`src/rtl/core_pkg.sv`:
```
// Shared constants, funct3 codes and forwarding types for the RV32I pipeline.
package core_pkg;

  localparam int XLEN       = 32;
  localparam int REG_ADDR_W = 5;

  localparam logic [2:0] F3_ADD  = 3'b000;
  localparam logic [2:0] F3_SLL  = 3'b001;
  localparam logic [2:0] F3_SLT  = 3'b010;
  localparam logic [2:0] F3_SLTU = 3'b011;
  localparam logic [2:0] F3_XOR  = 3'b100;
  localparam logic [2:0] F3_SR   = 3'b101;
  localparam logic [2:0] F3_OR   = 3'b110;
  localparam logic [2:0] F3_AND  = 3'b111;

  // funct7 bit that selects SUB over ADD and SRA over SRL.
  localparam int F7_ALT_BIT = 5;

  typedef enum logic [1:0] {
    FWD_RF  = 2'b00,
    FWD_MEM = 2'b01,
    FWD_WB  = 2'b10
  } fwd_sel_t;

  function automatic logic raw_hit(
    input logic                  we,
    input logic [REG_ADDR_W-1:0] rd,
    input logic [REG_ADDR_W-1:0] rs1,
    input logic [REG_ADDR_W-1:0] rs2,
    input logic                  use_rs2
  );
    return we && (rd != {REG_ADDR_W{1'b0}}) &&
           ((rd == rs1) || (use_rs2 && (rd == rs2)));
  endfunction

endpackage

```
`src/rtl/id_ex_stage_operand_fwd.sv`:
```
// Operand forwarding for one EX source: picks MEM over WB over captured data.
module operand_fwd
  import core_pkg::*;
#(
  parameter int XLEN       = core_pkg::XLEN,
  parameter int REG_ADDR_W = core_pkg::REG_ADDR_W
) (
  input  logic                  fwd_en,
  input  logic [REG_ADDR_W-1:0] rs_addr,
  input  logic [XLEN-1:0]       rf_data,
  input  logic [REG_ADDR_W-1:0] mem_rd,
  input  logic                  mem_reg_write,
  input  logic [XLEN-1:0]       mem_result,
  input  logic [REG_ADDR_W-1:0] wb_rd,
  input  logic                  wb_reg_write,
  input  logic [XLEN-1:0]       wb_result,
  output logic [XLEN-1:0]       fwd_data
);

  fwd_sel_t sel_s;
  logic     rs_live_s;

  // x0 is hardwired zero, so it never takes a forwarded value.
  always_comb begin
    sel_s     = FWD_RF;
    rs_live_s = fwd_en && (rs_addr != {REG_ADDR_W{1'b0}});
    if (rs_live_s && mem_reg_write && (mem_rd == rs_addr)) begin
      sel_s = FWD_MEM;
    end else if (rs_live_s && wb_reg_write && (wb_rd == rs_addr)) begin
      sel_s = FWD_WB;
    end else begin
      sel_s = FWD_RF;
    end
  end

  always_comb begin
    case (sel_s)
      FWD_MEM: fwd_data = mem_result;
      FWD_WB:  fwd_data = wb_result;
      FWD_RF:  fwd_data = rf_data;
      default: fwd_data = rf_data;
    endcase
  end

endmodule

```
`src/rtl/id_ex_stage.sv`:
```
// ID/EX pipeline register with RAW hazard handling. Define ID_EX_FWD_EN for
// MEM/WB forwarding; without it every RAW match against EX/MEM/WB stalls decode.
module id_ex_stage
  import core_pkg::*;
#(
  parameter int XLEN       = core_pkg::XLEN,
  parameter int REG_ADDR_W = core_pkg::REG_ADDR_W
) (
  input  logic                  clk,
  input  logic                  rst,
  input  logic                  id_valid,
  output logic                  id_ready,
  input  logic [6:0]            id_funct7,
  input  logic [2:0]            id_funct3,
  input  logic                  id_op_imm,
  input  logic [XLEN-1:0]       id_imm,
  input  logic [REG_ADDR_W-1:0] id_rs1_addr,
  input  logic [REG_ADDR_W-1:0] id_rs2_addr,
  input  logic [XLEN-1:0]       id_rs1_data,
  input  logic [XLEN-1:0]       id_rs2_data,
  input  logic [REG_ADDR_W-1:0] id_rd_addr,
  input  logic                  id_reg_write,
  input  logic                  id_mem_read,
  input  logic                  ex_stall,
  input  logic                  flush,
  input  logic [REG_ADDR_W-1:0] mem_rd,
  input  logic [REG_ADDR_W-1:0] wb_rd,
  input  logic                  mem_reg_write,
  input  logic                  wb_reg_write,
  input  logic [XLEN-1:0]       mem_result,
  input  logic [XLEN-1:0]       wb_result,
  output logic                  ex_valid,
  output logic [6:0]            ex_funct7,
  output logic [2:0]            ex_funct3,
  output logic [XLEN-1:0]       ex_a,
  output logic [XLEN-1:0]       ex_b,
  output logic [REG_ADDR_W-1:0] ex_rd_addr,
  output logic                  ex_reg_write,
  output logic                  ex_mem_read
);

  logic                  ex_valid_q,     ex_valid_d;
  logic [6:0]            ex_funct7_q,    ex_funct7_d;
  logic [2:0]            ex_funct3_q,    ex_funct3_d;
  logic                  ex_op_imm_q,    ex_op_imm_d;
  logic [REG_ADDR_W-1:0] ex_rs1_addr_q,  ex_rs1_addr_d;
  logic [REG_ADDR_W-1:0] ex_rs2_addr_q,  ex_rs2_addr_d;
  logic [XLEN-1:0]       ex_a_data_q,    ex_a_data_d;
  logic [XLEN-1:0]       ex_b_data_q,    ex_b_data_d;
  logic [REG_ADDR_W-1:0] ex_rd_addr_q,   ex_rd_addr_d;
  logic                  ex_reg_write_q, ex_reg_write_d;
  logic                  ex_mem_read_q,  ex_mem_read_d;

  logic load_use_s;
  logic hazard_s;
  logic fwd_en_s;

`ifdef ID_EX_FWD_EN
  assign fwd_en_s = 1'b1;
`else
  assign fwd_en_s = 1'b0;
`endif

  // RAW hazards on the decode offer; rs2 is only a source for register-register ops.
  always_comb begin
    load_use_s = raw_hit(ex_valid_q && ex_mem_read_q, ex_rd_addr_q,
                         id_rs1_addr, id_rs2_addr, !id_op_imm);
`ifdef ID_EX_FWD_EN
    hazard_s = load_use_s;
`else
    hazard_s = load_use_s
            || raw_hit(ex_valid_q && ex_reg_write_q, ex_rd_addr_q,
                       id_rs1_addr, id_rs2_addr, !id_op_imm)
            || raw_hit(mem_reg_write, mem_rd, id_rs1_addr, id_rs2_addr, !id_op_imm)
            || raw_hit(wb_reg_write, wb_rd, id_rs1_addr, id_rs2_addr, !id_op_imm);
`endif
  end

  assign id_ready = !ex_stall && !hazard_s;

  // Next EX contents: flush beats stall beats bubble beats capture.
  always_comb begin
    ex_valid_d     = ex_valid_q;
    ex_funct7_d    = ex_funct7_q;
    ex_funct3_d    = ex_funct3_q;
    ex_op_imm_d    = ex_op_imm_q;
    ex_rs1_addr_d  = ex_rs1_addr_q;
    ex_rs2_addr_d  = ex_rs2_addr_q;
    ex_a_data_d    = ex_a_data_q;
    ex_b_data_d    = ex_b_data_q;
    ex_rd_addr_d   = ex_rd_addr_q;
    ex_reg_write_d = ex_reg_write_q;
    ex_mem_read_d  = ex_mem_read_q;
    if (flush) begin
      ex_valid_d     = 1'b0;
      ex_reg_write_d = 1'b0;
      ex_mem_read_d  = 1'b0;
    end else if (ex_stall) begin
      ex_valid_d     = ex_valid_q;
    end else if (hazard_s) begin
      ex_valid_d     = 1'b0;
      ex_reg_write_d = 1'b0;
      ex_mem_read_d  = 1'b0;
    end else begin
      ex_valid_d     = id_valid;
      // Only shifts use funct7 among immediate ops; clearing it keeps ADDI from becoming SUB.
      ex_funct7_d    = (id_op_imm && (id_funct3 != F3_SR)) ? 7'b0000000 : id_funct7;
      ex_funct3_d    = id_funct3;
      ex_op_imm_d    = id_op_imm;
      ex_rs1_addr_d  = id_rs1_addr;
      ex_rs2_addr_d  = id_rs2_addr;
      ex_a_data_d    = id_rs1_data;
      ex_b_data_d    = id_op_imm ? id_imm : id_rs2_data;
      ex_rd_addr_d   = id_rd_addr;
      ex_reg_write_d = id_reg_write && id_valid;
      ex_mem_read_d  = id_mem_read && id_valid;
    end
  end

  // EX register bank.
  always_ff @(posedge clk or posedge rst) begin
    if (rst) begin
      ex_valid_q     <= 1'b0;
      ex_funct7_q    <= 7'b0000000;
      ex_funct3_q    <= 3'b000;
      ex_op_imm_q    <= 1'b0;
      ex_rs1_addr_q  <= {REG_ADDR_W{1'b0}};
      ex_rs2_addr_q  <= {REG_ADDR_W{1'b0}};
      ex_a_data_q    <= {XLEN{1'b0}};
      ex_b_data_q    <= {XLEN{1'b0}};
      ex_rd_addr_q   <= {REG_ADDR_W{1'b0}};
      ex_reg_write_q <= 1'b0;
      ex_mem_read_q  <= 1'b0;
    end else begin
      ex_valid_q     <= ex_valid_d;
      ex_funct7_q    <= ex_funct7_d;
      ex_funct3_q    <= ex_funct3_d;
      ex_op_imm_q    <= ex_op_imm_d;
      ex_rs1_addr_q  <= ex_rs1_addr_d;
      ex_rs2_addr_q  <= ex_rs2_addr_d;
      ex_a_data_q    <= ex_a_data_d;
      ex_b_data_q    <= ex_b_data_d;
      ex_rd_addr_q   <= ex_rd_addr_d;
      ex_reg_write_q <= ex_reg_write_d;
      ex_mem_read_q  <= ex_mem_read_d;
    end
  end

  assign ex_valid     = ex_valid_q;
  assign ex_funct7    = ex_funct7_q;
  assign ex_funct3    = ex_funct3_q;
  assign ex_rd_addr   = ex_rd_addr_q;
  assign ex_reg_write = ex_reg_write_q;
  assign ex_mem_read  = ex_mem_read_q;

  // Forwarding stays live while stalled so held operands see newer results.
  operand_fwd #(.XLEN(XLEN), .REG_ADDR_W(REG_ADDR_W)) u_fwd_a (
    .fwd_en        (fwd_en_s),
    .rs_addr       (ex_rs1_addr_q),
    .rf_data       (ex_a_data_q),
    .mem_rd        (mem_rd),
    .mem_reg_write (mem_reg_write),
    .mem_result    (mem_result),
    .wb_rd         (wb_rd),
    .wb_reg_write  (wb_reg_write),
    .wb_result     (wb_result),
    .fwd_data      (ex_a)
  );

  operand_fwd #(.XLEN(XLEN), .REG_ADDR_W(REG_ADDR_W)) u_fwd_b (
    .fwd_en        (fwd_en_s && !ex_op_imm_q),
    .rs_addr       (ex_rs2_addr_q),
    .rf_data       (ex_b_data_q),
    .mem_rd        (mem_rd),
    .mem_reg_write (mem_reg_write),
    .mem_result    (mem_result),
    .wb_rd         (wb_rd),
    .wb_reg_write  (wb_reg_write),
    .wb_result     (wb_result),
    .fwd_data      (ex_b)
  );

endmodule

```
`config.mk`:
```
export PLATFORM = sky130hd
export DESIGN_NAME = id_ex_stage
export DESIGN_NICKNAME = d
export VERILOG_FILES = /design/src/rtl/core_pkg.sv /design/src/rtl/id_ex_stage_operand_fwd.sv /design/src/rtl/id_ex_stage.sv
export SDC_FILE = /design/constraint.sdc
export NUM_CORES = 1
export LEC_CHECK = 0
export ABC_CLOCK_PERIOD_IN_PS = 2700
export BUFFER_PORTS_ARGS = -buffer_cell sky130_fd_sc_hd__buf_2
export CORE_MARGIN = 10
export CORE_UTILIZATION = 40
export DETAILED_ROUTE_END_ITERATION = 6
export PLACE_DENSITY = 0.74
export SLEW_MARGIN = 0
export SYNTH_ARGS = -nofsm -noshare
export SYNTH_HDL_FRONTEND = slang
export SYNTH_HIERARCHICAL = 1
export SYNTH_SLANG_ARGS = --single-unit
export TNS_END_PERCENT = 10
```
`constraint.sdc`:
```
create_clock -name clk -period 2.7 [get_ports clk]
set_input_delay 0.135 -clock clk [delete_from_list [all_inputs] [get_ports clk]]
set_output_delay 0.135 -clock clk [all_outputs]
set_load 0.02 [all_outputs]
```
==> Word-level counts from Yosys, hierarchy flattened <==
Index checks and enable logic that the tools add are counted.
{ "op_classes": {"n_eq_ne": 8, "muxes": 11, "bitwise_logic": 3, "reduce_logical": 30} }
{ "ops": {"columns": ["op", "n"], "rows": [
  ["$mux W32", 1],
  ["$eq A5 B5 Y1", 6],
  ["$logic_and A1 B1 Y1", 17],
  ["$reduce_bool A5 Y1", 3],
  ["$mux W1", 9],
  ["$mux W7", 1],
  ["$logic_or A1 B1 Y1", 6],
  ["$logic_not A1 Y1", 3],
  ["$ne A3 B3 Y1 const B", 1],
  ["$not A1 Y1", 3],
  ["$reduce_and A3 Y1", 1],
  ["$ne A2 B1 Y1 const B", 1]
]} }
{ "word_totals": {"regBits": 82, "inputBits": 205, "wordCells": 60} }

==> Depth between registers and ports, before layout <==
{ "depth": {"depth_word": 10, "depth_mapped": 7, "mapped_depth_nobuf": 6} }

==> By module <==
The synthesis kept the hierarchy.
{ "modules_own_cells": {"columns": ["module", "instances", "cells_per_inst", "area_per_inst_um2", "seq_area_each_um2"], "rows": [
  ["id_ex_stage", 1, 309, 4351.7, 2302.2],
  ["operand_fwd", 2, 175, 1199.9, 0.0]
]} }

==> Least setup slack after synthesis <==
OpenSTA, ideal clock, no wires.
{ "synth_timing": {"path_kind": "flip-flop to flip-flop", "startpoint": "register ex_rd_addr_q[1] (netlist: ex_rd_addr[1])", "endpoint": "register ex_rd_addr_q[4] (netlist: ex_rd_addr[4])", "arrival_ps": 2108, "required_time_ps": 2575, "setup_slack_ps": 468, "stages_incl_launch_ff": 7, "n_path_buf": 1, "synth_period_minus_slack_ps": 2232, "path_cell_list": "dfrtp_1 or4_4 o221ai_4 o22ai_4 nor2_4 buf_4 mux2_2"} }
{ "synth_via": {"elab_chain_len": 9} }
{ "synth_rtl": {"columns": ["element", "line_no", "text"], "rows": [
  ["start, declared", "id_ex_stage.sv:50", "logic [REG_ADDR_W-1:0] ex_rd_addr_q, ex_rd_addr_d;"],
  ["start signal, assigned", "id_ex_stage.sv:131", "ex_rd_addr_q <= {REG_ADDR_W{1'b0}};"],
  ["start signal, assigned", "id_ex_stage.sv:143", "ex_rd_addr_q <= ex_rd_addr_d;"],
  ["$eq A5 B5 Y1", "core_pkg.sv:33", "((rd == rs1) || (use_rs2 && (rd == rs2)));"],
  ["$logic_and A1 B1 Y1", "core_pkg.sv:33", null],
  ["$logic_or A1 B1 Y1", "core_pkg.sv:33", null],
  ["$logic_and A1 B1 Y1", "core_pkg.sv:32", "return we && (rd != {REG_ADDR_W{1'b0}}) &&"],
  ["$logic_or A1 B1 Y1 (*)", "id_ex_stage.sv:72", "|| raw_hit(ex_valid_q && ex_reg_write_q, ex_rd_addr_q,"],
  ["$logic_or A1 B1 Y1 (*)", "id_ex_stage.sv:74", "|| raw_hit(mem_reg_write, mem_rd, id_rs1_addr, id_rs2_addr, !id_op_imm)"],
  ["$logic_or A1 B1 Y1 (*)", "id_ex_stage.sv:75", "|| raw_hit(wb_reg_write, wb_rd, id_rs1_addr, id_rs2_addr, !id_op_imm);"],
  ["$not A1 Y1 (no line) (*)", null, null],
  ["$reduce_and A3 Y1 (no line) (*)", null, null]
]} }
Mark *: on every way between the ends. The rest lies on a longest branch, timed or not.
A chain may end at the register's enable or synchronous reset.

==> Worst setup path after layout <==
{ "layout_timing": {"startpoint": "register ex_rd_addr_q[1] (netlist: ex_rd_addr[1])", "endpoint": "output id_ready"} }
{ "layout_via": {"elab_chain_len": 9} }
{ "layout_rtl": {"columns": ["element", "line_no", "text"], "rows": [
  ["$eq A5 B5 Y1", "core_pkg.sv:33", null],
  ["$logic_and A1 B1 Y1", "core_pkg.sv:33", null],
  ["$logic_or A1 B1 Y1", "core_pkg.sv:33", null],
  ["$logic_and A1 B1 Y1", "core_pkg.sv:32", null],
  ["$logic_or A1 B1 Y1 (*)", "id_ex_stage.sv:72", null],
  ["$logic_or A1 B1 Y1 (*)", "id_ex_stage.sv:74", null],
  ["$logic_or A1 B1 Y1 (*)", "id_ex_stage.sv:75", null],
  ["$logic_not A1 Y1 (*)", "id_ex_stage.sv:79", "assign id_ready = !ex_stall && !hazard_s;"],
  ["$logic_and A1 B1 Y1 (*)", "id_ex_stage.sv:79", null],
  ["end, declared", "id_ex_stage.sv:12", "output logic id_ready,"]
]} }
Marks and branches as above.

==> impl_metrics.env <==
export IMPL_gp_congestion=0.8917
export IMPL_io_buffers=287
export IMPL_finalHoldViolations=0
export IMPL_finalPower_mw=5.108
export IMPL_syn_area_um2=6751
export IMPL_pin_count=288
export IMPL_top_layer_used="met4"
export IMPL_power_density_nw_per_um2=587.4
export IMPL_syn_inst=659
export IMPL_start_kind="flop"
export IMPL_fmax_mhz=391.7
export IMPL_ys_warn_count=6
export IMPL_total_leakage_power_nw=3.469
export IMPL_yosys_area_top_type_share=0.3410
export IMPL_cts_path_max_buffers=2
export IMPL_grt_pass1_wl_mm=39.83
export IMPL_antenna_found_initial=2
export IMPL_insertion_delay_ps=350
export IMPL_finalInstanceArea_um2=8696
export IMPL_die_w_um=149.9
export IMPL_rsz0062_at_grt="no"
export IMPL_grt_max_degree=82
export IMPL_cp_slowest_cell="or4_4"
export IMPL_worstPathArrival_ps=2420
export IMPL_drv_slew=132
export IMPL_wl_met2_mm=12.53
export IMPL_drtPass1Iterations=5
export IMPL_r2r_start="ex_rd_addr[1]"
export IMPL_rows=47
export IMPL_synth_seq_cells=92
export IMPL_yosys_cell_count_top_type="dfrtp_1"
export IMPL_post_route_util=0.5244
export IMPL_wl_mm=26.43
export IMPL_core_area_um2=16580
export IMPL_synth_area_leader_cell="dfrtp_1"
export IMPL_synth_edf_count=0
export IMPL_path_clk_slew_ps=60
export IMPL_slew_headroom=-0.7761
export IMPL_fin_crit_ps=2553
export IMPL_crit_type="reg -> out"
export IMPL_die_h_um=149.9
export IMPL_critPathCaptureType="output port"
export IMPL_dp_cells=1115
export IMPL_violations="slew limit"
export IMPL_cts_buffers=9
export IMPL_clock_sinks=92
export IMPL_hpwl_mm=18.59
export IMPL_synth_common_cells="dfrtp_1 (92), mux2_2 (77), o21ai_0 (72)"
export IMPL_vias_per_cell=5.891
export IMPL_ant_nets=0
export IMPL_grt_overflow_total=0
export IMPL_critPathMaxStageDelay_ps=580
export IMPL_vias=6751
export IMPL_drive_above_1_share=0.5081
export IMPL_cts_tree="done"
export IMPL_nets=1123
export IMPL_wire_per_inst_um=23.06
export IMPL_synth_area_top_cells="dfrtp_1 (34%), mux2_2 (13%), a31oi_2 (11%), mux2_1 (6.2%), nor4_1 (5.9%)"
export IMPL_final_instance_count_excl_fill=1146
export IMPL_yosysSeqAreaShare=0.3410
export IMPL_status="complete, but fails checks"
export IMPL_fin_setup_tns_ps=0
export IMPL_synthArstFlopShare=1.000
export IMPL_start_util=0.4071
export IMPL_hold_ws_ps=13.70
export IMPL_drt_met1_wl_mm=10.69
export IMPL_setup_viol=0
export IMPL_ys_types=39
export IMPL_grt_pass1_vias=7062
export IMPL_fin_crit_sh=0.9454
export IMPL_drtIter0Drc=498
export IMPL_placed_area_um2=8259
export IMPL_hold_path_class="in -> reg"
export IMPL_crit_chain="or4_4 -> o221ai_4 -> o22ai_4 -> or3_4 -> inv_1 -> buf_2"
export IMPL_ir_drop_mv=0.3430
export IMPL_h_tree_depth=3
export IMPL_worst_path_max_fanout=11
export IMPL_min_from="id_rs1_data[19]"
export IMPL_synthToLayoutAreaGrowth_pct=28.80
export IMPL_die_area_um2=22480
export IMPL_skew_ps=7.295
export IMPL_grt_usage=0.2253
export IMPL_avgSynthCellArea_um2=10.25
export IMPL_startpoint="ex_rd_addr[1]"
export IMPL_required_ps=2570
export IMPL_drv_cap=0
export IMPL_final_setup_worst_slack_ps=147.3
export IMPL_ys_flop_type="dfrtp_1"
export IMPL_cts_root_buffer="clkbuf_16"
export IMPL_drc=0
export IMPL_route_met3_wl_mm=2.592
export IMPL_preCtsSetupSlack_ps=325.3
export IMPL_worstMarginPinSlew_ps=2659
-- logic make-up after synthesis --
family                 synth area share
AO/OA/AOI/OAI                    0.2070
XOR/XNOR                        0.06486
buffers and inverters           0.05208
flip-flops                       0.3410
multiplexers                     0.1901
other                         0.0005554
AND/OR/NAND/NOR                  0.1444
-- placed cells by master (no fill, tap or decap), types with 3 or more instances in the layout --
cell type      netlist  layout
dlygate4sd3_1        0      12
conb_1               1       4
mux2_1              37      37
xor2_1               5       5
clkbuf_16            0       9
a31oi_2             60      60
buf_2                2     287
dfrtp_1             92      92
o31ai_2              7       7
nand2_1             18      18
nand4_1              7       7
o32a_1               3       3
mux2_2              77      77
nand3_1             67      67
buf_4                8      10
o21ai_0             72      72
diode_2              0       3
inv_1                5       4
nor4_1              64      64
a31oi_1              4       4
xnor2_1             45      45
-- sequential cells by signal, indices dropped and copies added, names as in the netlist --
name	flops
ex_funct3	3
ex_valid	1
ex_a_data_q	32
ex_b_data_q	32
ex_rs1_addr_q	5
ex_funct7	7
ex_reg_write	1
ex_rd_addr	5
ex_rs2_addr_q	5
ex_mem_read	1
-- layout make-up --
cell class	instances	area, um2
well taps	220	275.3
flip-flops and latches	92	2302
inverters	5	21.27
repair buffers	311	1672
multi-input cells	499	4114
clock buffers	12	256.5
diodes	3	7.507
fillers	1547	7888
clock inverters	4	47.55
-- worst paths after layout --
path / to / slack, ps / cells past startpoint
setup reg to reg: ex_a_data_q[30] / 360 / 6
hold reg to reg: ex_a_data_q[20] / 480 / 1
min in group asynchronous: ex_a_data_q[10] / 40 / 2
setup / recovery: id_ready / 150 / 6
hold / removal: ex_a_data_q[19] / 10 / 2
max in group asynchronous: ex_a_data_q[2] / 1840 / 3
-- per-layer routing --
layer | vias up | global-route usage
met1 | 3242 | 0.2791
met3 | 49 | 0.05405
met5 | - | 0
met2 | 401 | 0.3680
met4 | 0 | 0.09232
li1 | 3059 | -
-- power breakdown --
| group | internal (mW) | switching (mW) | total, mW | leakage, nW |
|---|---|---|---|---|
| Combinational | 0.808 | 1.19 | 2.00 | 2.23 |
| Clock | 0.767 | 0.562 | 1.33 | 0.149 |
| Sequential | 1.62 | 0.159 | 1.78 | 1.10 |
-- timing repair --
action,4_1_cts,5_1_grt
setup endpoints to repair,1,0
resized for setup,1,0
hold buffers,12,0
buffers inserted,0,0
endpoints found under the hold margin,12,0
-- critical path, delay by kind of cell (launching register included) --
family | cells | cell delay, ps
compound gates | 2 | 340
buf+inv | 2 | 230
flops | 1 | 440
simple gates | 2 | 1060
Power figures use the tool's default switching activity.
